`config.mk`:
```
export PLATFORM = sky130hd
export DESIGN_NAME = divisor_restauracion
export DESIGN_NICKNAME = d
export VERILOG_FILES = /design/src/rtl/divisor_restauracion.sv
export SDC_FILE = /design/constraint.sdc
export NUM_CORES = 1
export LEC_CHECK = 0
export BUFFER_PORTS_ARGS = -buffer_cell sky130_fd_sc_hd__buf_2
export CAP_MARGIN = 25
export CORE_MARGIN = 10
export CORE_UTILIZATION = 38
export DETAILED_ROUTE_END_ITERATION = 8
export SYNTH_ARGS = -nofsm -noshare
export SYNTH_HDL_FRONTEND = slang
export SYNTH_SLANG_ARGS = --single-unit
export TNS_END_PERCENT = 10
```
`constraint.sdc`:
```
create_clock -name clk -period 2.4 [get_ports clk]
set_input_delay 0.48 -clock clk [delete_from_list [all_inputs] [get_ports clk]]
set_output_delay 0.48 -clock clk [all_outputs]
set_load 0.05 [all_outputs]
```
`src/rtl/divisor_restauracion.sv`:
```
// Sequential signed restoring divider: 2N-bit dividend / N-bit divisor -> N-bit quotient and remainder.
// Optional macro DIVISOR_RESTO_EUCLIDEO_EN selects a Euclidean (non-negative) remainder.
module divisor_restauracion #(
  parameter int NUM_BITS = 3
) (
  input  logic                    clk,
  input  logic                    rst_n,
  input  logic                    start,
  input  logic [2*NUM_BITS-1:0]   dividendo,
  input  logic [NUM_BITS-1:0]     divisor,
  output logic [NUM_BITS-1:0]     cociente,
  output logic [NUM_BITS-1:0]     resto,
  output logic                    overflow,
  output logic                    Fin
);

  localparam int N  = NUM_BITS;
  localparam int CW = (N > 1) ? $clog2(N) : 1;
  localparam logic [CW-1:0] CNT_LAST = CW'(N - 1);
  localparam logic [CW-1:0] CNT_ONE  = CW'(1);

  typedef enum logic [1:0] {
    IDLE   = 2'd0,
    CALC   = 2'd1,
    AJUSTE = 2'd2,
    FIN    = 2'd3
  } state_t;

  function automatic logic [2*N-1:0] abs_dividendo(input logic [2*N-1:0] v);
    return v[2*N-1] ? (~v + {{(2*N-1){1'b0}}, 1'b1}) : v;
  endfunction

  function automatic logic [N-1:0] abs_divisor(input logic [N-1:0] v);
    return v[N-1] ? (~v + {{(N-1){1'b0}}, 1'b1}) : v;
  endfunction

  state_t          state_q, state_d;
  logic [CW-1:0]   cnt_q, cnt_d;
  logic [N:0]      r_q, r_d;
  logic [N-1:0]    q_q, q_d;
  logic [N-1:0]    dvs_q, dvs_d;
  logic            sd_q, sd_d;
  logic            sv_q, sv_d;
  logic            ovf_pend_q, ovf_pend_d;
  logic [N-1:0]    cociente_q, cociente_d;
  logic [N-1:0]    resto_q, resto_d;
  logic            overflow_q, overflow_d;
  logic            fin_q, fin_d;

  logic [2*N-1:0]  dvd_mag_s;
  logic [N-1:0]    dvs_mag_s;
  logic [N:0]      r_sh_s;
  logic [N+1:0]    t_s;
  logic            keep_s;
  logic [N:0]      qmag_s;
  logic [N-1:0]    rmag_s;
  logic            qneg_s;
  logic            rneg_s;
  logic            range_ovf_s;

  // Operand magnitudes and one restoring iteration step
  always_comb begin
    dvd_mag_s = abs_dividendo(dividendo);
    dvs_mag_s = abs_divisor(divisor);
    r_sh_s    = {r_q[N-1:0], q_q[N-1]};
    t_s       = {1'b0, r_sh_s} - {2'b00, dvs_q};
    // A set R MSB means the shifted remainder already exceeds any divisor
    keep_s    = r_q[N] | ~t_s[N+1];
  end

  // Sign correction and range check for the AJUSTE cycle
  always_comb begin
    qmag_s = {1'b0, q_q};
    rmag_s = r_q[N-1:0];
    qneg_s = sd_q ^ sv_q;
    rneg_s = sd_q;
`ifdef DIVISOR_RESTO_EUCLIDEO_EN
    if (sd_q && (rmag_s != {N{1'b0}})) begin
      qmag_s = {1'b0, q_q} + {{N{1'b0}}, 1'b1};
      rmag_s = dvs_q - r_q[N-1:0];
      rneg_s = 1'b0;
    end else begin
      rneg_s = sd_q;
    end
`endif
    if (qneg_s) begin
      range_ovf_s = (qmag_s > {2'b01, {(N-1){1'b0}}});
    end else begin
      range_ovf_s = (qmag_s > {2'b00, {(N-1){1'b1}}});
    end
  end

  // Next-state and datapath control
  always_comb begin
    state_d    = state_q;
    cnt_d      = cnt_q;
    r_d        = r_q;
    q_d        = q_q;
    dvs_d      = dvs_q;
    sd_d       = sd_q;
    sv_d       = sv_q;
    ovf_pend_d = ovf_pend_q;
    cociente_d = cociente_q;
    resto_d    = resto_q;
    overflow_d = overflow_q;
    fin_d      = fin_q;
    case (state_q)
      IDLE, FIN: begin
        if (start) begin
          r_d        = {1'b0, dvd_mag_s[2*N-1:N]};
          q_d        = dvd_mag_s[N-1:0];
          dvs_d      = dvs_mag_s;
          sd_d       = dividendo[2*N-1];
          sv_d       = divisor[N-1];
          ovf_pend_d = (dvd_mag_s[2*N-1:N] >= dvs_mag_s) || (divisor == {N{1'b0}});
          cnt_d      = {CW{1'b0}};
          fin_d      = 1'b0;
          state_d    = CALC;
        end else begin
          state_d = state_q;
        end
      end
      CALC: begin
        if (keep_s) begin
          r_d = t_s[N:0];
          q_d = {q_q[N-2:0], 1'b1};
        end else begin
          r_d = r_sh_s;
          q_d = {q_q[N-2:0], 1'b0};
        end
        if (cnt_q == CNT_LAST) begin
          cnt_d   = {CW{1'b0}};
          state_d = AJUSTE;
        end else begin
          cnt_d   = cnt_q + CNT_ONE;
        end
      end
      AJUSTE: begin
        if (ovf_pend_q || range_ovf_s) begin
          overflow_d = 1'b1;
          cociente_d = {N{1'b0}};
          resto_d    = {N{1'b0}};
        end else begin
          overflow_d = 1'b0;
          cociente_d = qneg_s ? (~qmag_s[N-1:0] + {{(N-1){1'b0}}, 1'b1}) : qmag_s[N-1:0];
          resto_d    = rneg_s ? (~rmag_s + {{(N-1){1'b0}}, 1'b1}) : rmag_s;
        end
        fin_d   = 1'b1;
        state_d = FIN;
      end
      default: begin
        state_d = IDLE;
      end
    endcase
  end

  // State and result registers with synchronous active-low reset
  always_ff @(posedge clk) begin
    if (!rst_n) begin
      state_q    <= IDLE;
      cnt_q      <= {CW{1'b0}};
      r_q        <= {(N+1){1'b0}};
      q_q        <= {N{1'b0}};
      dvs_q      <= {N{1'b0}};
      sd_q       <= 1'b0;
      sv_q       <= 1'b0;
      ovf_pend_q <= 1'b0;
      cociente_q <= {N{1'b0}};
      resto_q    <= {N{1'b0}};
      overflow_q <= 1'b0;
      fin_q      <= 1'b0;
    end else begin
      state_q    <= state_d;
      cnt_q      <= cnt_d;
      r_q        <= r_d;
      q_q        <= q_d;
      dvs_q      <= dvs_d;
      sd_q       <= sd_d;
      sv_q       <= sv_d;
      ovf_pend_q <= ovf_pend_d;
      cociente_q <= cociente_d;
      resto_q    <= resto_d;
      overflow_q <= overflow_d;
      fin_q      <= fin_d;
    end
  end

  assign cociente = cociente_q;
  assign resto    = resto_q;
  assign overflow = overflow_q;
  assign Fin      = fin_q;

endmodule

```
==> reports/qor_table.md <==
| Step | Parameter | This run |
|:---|:---|:---|
| outcome | Run status | complete, no violations |
| detailed routing | Number of vias per cell after detailed routing | 5.01 |
| worst setup path | Gate family responsible for the most delay along the worst path | compound AO/OA/AOI/OAI gates |
| pwr | Worst IR Drop VDD | 0.000309 V |
| placement | Worst slack at placement | 323 ps |
| finish | Filler Cell Count | 398 |
| worst setup path | Crit Path Max Fanout | 6 |
| floorplan | DIE AREA | 6800 µm² |
| worst setup path | CP Buf/Inv Count | 2 |
| yosys | Most common cell in the netlist | sky130_fd_sc_hd__nand2_1 |
| worst setup path | Critical path, cell by cell | inv_1, ha_1, inv_1, fa_1, a2111o_1, a211o_1, o2111a_1 |
| yosys | Primary flip-flop cell chosen by synthesis mapping | sky130_fd_sc_hd__dfxtp_1 |
| finish | Final Instance Count excl. Fillers | 252 |
| worst setup path | Logic depth of the worst register-to-register path | 7 |
| floorplan | Ports | 20 |
| floorplan | Number of placement rows | 22 |
| clock tree | Clock sinks | 25 |
| grt | Grt ovf | 0 |
| worst setup path | R2r setup slk | 300 ps |
| clock tree | Maximum clock insertion buffer count | 2 |
| yosys | Top cell type's share of synthesized area | 0.337 |
| finish | Final net count | 233 |
| clock tree | Hold-fix buffers at CTS | 0 |
| finish | Share of layout cells above drive strength 1 | 0.142 |
| floorplan | Starting density of the core | 0.399 |
| sta | Worst Slack Setup Final | 299 ps |
| floorplan | Std-Cell Core Area | 3720 µm² |
| min path | Launch instance of the worst min-delay path | resto[2] |
| pwr | Relative contribution of combinational cells to total power | 0.526 |
| worst setup path | Cell type of the slowest stage on the worst timing path | sky130_fd_sc_hd__a2111o_1 |
| yosys | Number of unique standard cell types used by synthesis | 35 |
| yosys | Syn Area/Cell | 8.11 µm² |
| worst setup path | End of the worst register-to-register path | r_q[1] |
| clock tree | Number of resized instances in the post-cts repair step | 0 |
| yosys | Cell taking the most area after synthesis | sky130_fd_sc_hd__dfxtp_1 |
| detailed routing | DRC marker count from the first detailed-route iteration | 83 |
| worst setup path | Most Frequent Cell on Critical Path | sky130_fd_sc_hd__inv_1 |
| worst setup path | Delay contributed by the slowest stage of the critical path | 510 ps |
| pwr | Switching power total | 0.844 mW |
| clock tree | Clock tree from TritonCTS | yes |
| sta | Final-report hold violation count | 0 |
| pwr | Sequential Power Share | 0.340 |
| sta | Setup violation total in the final timing report | 0 |
| sta | Layout Skew | 4.29 ps |
| min path | Hold Crit Endpoint | resto[2] |
| yosys | Number of enable-type register cells in the synthesized netlist | 0 |
| clock tree | Clock tree root driver cell | sky130_fd_sc_hd__clkbuf_8 |
| pwr | Fraction of power spent switching nets | 0.450 |
| clock tree | Clock transition time at the flip-flop clock pins of the worst setup and hold paths | 90 ps |
| pwr | Ratio of total power to cell area | 1110 nW/µm² |
| min path | Class of the worst hold path | flip-flop to flip-flop |
| detailed routing | Final routed wire length divided by cell count | 12.9 µm |
| yosys | Syn_nets | 211 |
| floorplan | Die Height | 82.5 µm |
| grt | Vias in the first global route | 1233 |
| worst setup path | Arrival time of data at the critical path endpoint | 2270 ps |
| detailed routing | Number of design rule violations left after detail routing | 0 |
| run | Count of max-cap constraint violations | 0 |
| sta | Unrepaired setup endpoints after global routing | no |
| grt | Initial antenna violation count | 0 |
| sta | Total count of max-transition violations in the final report | 0 |
| sta | Sum Neg Setup Slack | 0 ps |
| clock tree | Worst skew pair latency | 270 ps |
| worst setup path | Startpoint types | flip-flop |
| min path | Number of cells on the worst hold path | 2 |
| yosys | Post-synthesis instance total | 183 |
| worst setup path | Data required time at the worst endpoint | 2570 ps |
| detailed routing | Detailed-routing iteration count for the pre-antenna-repair pass | 4 |
| yosys | Synthesized flop and latch total | 25 |
| worst setup path | Setup crit end kind | flip-flop |
| worst setup path | Critical R2R Launch | q_q[2] |
| grt | Largest net degree at the start of global routing | 15 |
| yosys | Fraction of registers with async set/reset | 0 |
| sta | Worst rel slew slack | 0.714 |
| placement | Buffers added on ports | 19 |
| detailed routing | Remaining antenna violation count | 0 |
| yosys | Post-synth top cells | 26 x sky130_fd_sc_hd__nand2_1, 25 x sky130_fd_sc_hd__dfxtp_1, 22 x sky130_fd_sc_hd__a21oi_1 |
| floorplan | Horizontal die dimension | 82.5 µm |
| detailed routing | Routed via count | 1263 |
| pwr | Power consumption | 1.88 mW |
| finish | Utilization after layout | 0.453 |
| placement | Number of instances in the placed design | 248 |
| sta | Slew at the pin closest to its max-slew limit | 425 ps |
| grt | All-layer global routing usage | 0.103 |
| yosys | Area of the mapped netlist | 1480 µm² |
| grt | First-pass GRT wire length | 5660 µm |
| placement | Placer's final routability congestion estimate | 0.848 |
| sta | F_max | 0.476 GHz |
| sta | Post-layout minimum cycle time | 2100 ps |
| yosys | Largest cells by area after synthesis | sky130_fd_sc_hd__dfxtp_1 34%, sky130_fd_sc_hd__ha_1 13%, sky130_fd_sc_hd__a21oi_1 7.4% |
| yosys | Portion of the post-synthesis area used by sequential elements | 0.337 |
| clock tree | TritonCTS Buffers | 3 |
| worst setup path | Setup Crit Path Kind | flip-flop to flip-flop |
| yosys | Count of yosys warnings during synthesis | 0 |
| clock tree | Buffer count from post-CTS setup fixing | 0 |
| pwr | Internal power | 1.03 mW |
| placement | Detailed-placement wirelength estimate | 2600 µm |
| sta | Fin crit share | 0.875 |
| clock tree | Number of H-tree branching levels | 1 |
| detailed routing | Detailed-route wire length | 3260 µm |
| pwr | Portion of total power attributed to the clock network | 0.134 |
| finish | Inserted Diodes | 0 |
| pwr | Static Leakage | 0.729 nW |
| finish | Post-synthesis to final-layout area growth | 13.4% |
-- placed cells by master, fill, tap and decap left out, types with 2 or more instances in the layout --
| master | n |
|---|---|
| sky130_fd_sc_hd__buf_2 | 19 |
| sky130_fd_sc_hd__nor2b_1 | 2 |
| sky130_fd_sc_hd__ha_1 | 15 |
| sky130_fd_sc_hd__nand2_1 | 26 |
| sky130_fd_sc_hd__xnor2_1 | 4 |
| sky130_fd_sc_hd__nand3_1 | 3 |
| sky130_fd_sc_hd__nand2b_1 | 3 |
| sky130_fd_sc_hd__inv_1 | 20 |
| sky130_fd_sc_hd__a21oi_1 | 22 |
| sky130_fd_sc_hd__mux2i_1 | 4 |
| sky130_fd_sc_hd__a211oi_1 | 4 |
| sky130_fd_sc_hd__buf_4 | 2 |
| sky130_fd_sc_hd__clkbuf_8 | 3 |
| sky130_fd_sc_hd__dfxtp_1 | 25 |
| sky130_fd_sc_hd__nand4_1 | 2 |
| sky130_fd_sc_hd__nor3_1 | 3 |
| sky130_fd_sc_hd__and2_1 | 2 |
| sky130_fd_sc_hd__o21ai_0 | 15 |
| sky130_fd_sc_hd__nor2_1 | 12 |
-- cells by family after synthesis --
kind of cell / synth area share
simple gates: 0.194
compound gates: 0.191
flops: 0.337
buf+inv: 0.0624
fa+ha+maj: 0.140
xor+xnor: 0.0405
mux: 0.0346
-- worst max-delay path by stage --
stage	from	to	slack (ps)	cells past startpoint
6_report	q_q[2]	r_q[1]	300	7
5_1_grt	q_q[2]	r_q[1]	190	7
4_1_cts	q_q[2]	r_q[1]	300	7
3_5_place_dp	q_q[2]	r_q[1]	320	7
3_3_place_gp	q_q[2]	r_q[1]	380	7
2_1_floorplan	q_q[2]	r_q[1]	440	7
-- tightest hold or removal path: cells and delay by family (launching register included) --
family | cells | cell delay [ps]
AND/OR/NAND/NOR | 1 | 40
AO/OA/AOI/OAI | 1 | 50
flip-flops | 1 | 330
-- flip-flops by register name, summed over array words and instances, names as in the netlist --
signal	cells
Fin	1
state_q	2
r_q	4
dvs_q	3
ovf_pend_q	1
rneg_s	1
sv_q	1
q_q	3
cnt_q	2
resto	3
cociente	3
overflow	1
-- stage by stage --
stage	hold WS (ps)	instance area, µm²
global route	480	1680
finish	451	1680
detailed placement	439	1640
CTS	459	1680
global placement	432	1640
floorplan	436	1480
-- routing by layer --
metal	part of all wire	GRT usage	vias to the layer above
met3	0.051	0.0162	2
li1	-	-	665
met1	0.53	0.144	567
met2	0.41	0.152	29
met5	0	0	-
met4	0.011	0.0452	0
-- area by class of cell --
| class | count | area (µm²) | share of cell area |
|---|---|---|---|
| clock buffer | 3 | 41.3 | 0.0245 |
| clock inverter | 1 | 5.00 | 0.00297 |
| inverter | 20 | 75.1 | 0.0446 |
| multi-input combinational | 134 | 891 | 0.529 |
| sequential | 25 | 500 | 0.297 |
| tap | 48 | 60.1 | 0.0357 |
| timing repair buffer | 21 | 110 | 0.0654 |
-- power groups by stage --
stage | Clock, mW | Combinational, mW | Sequential, mW
floorplan | 0 | 0.697 | 0.684
global route | 0.275 | 1.13 | 0.654
CTS | 0.261 | 0.996 | 0.637
global placement | 0 | 0.983 | 0.645
detailed placement | 0 | 0.993 | 0.646
finish | 0.251 | 0.986 | 0.638
Power figures use the tool's default switching activity.
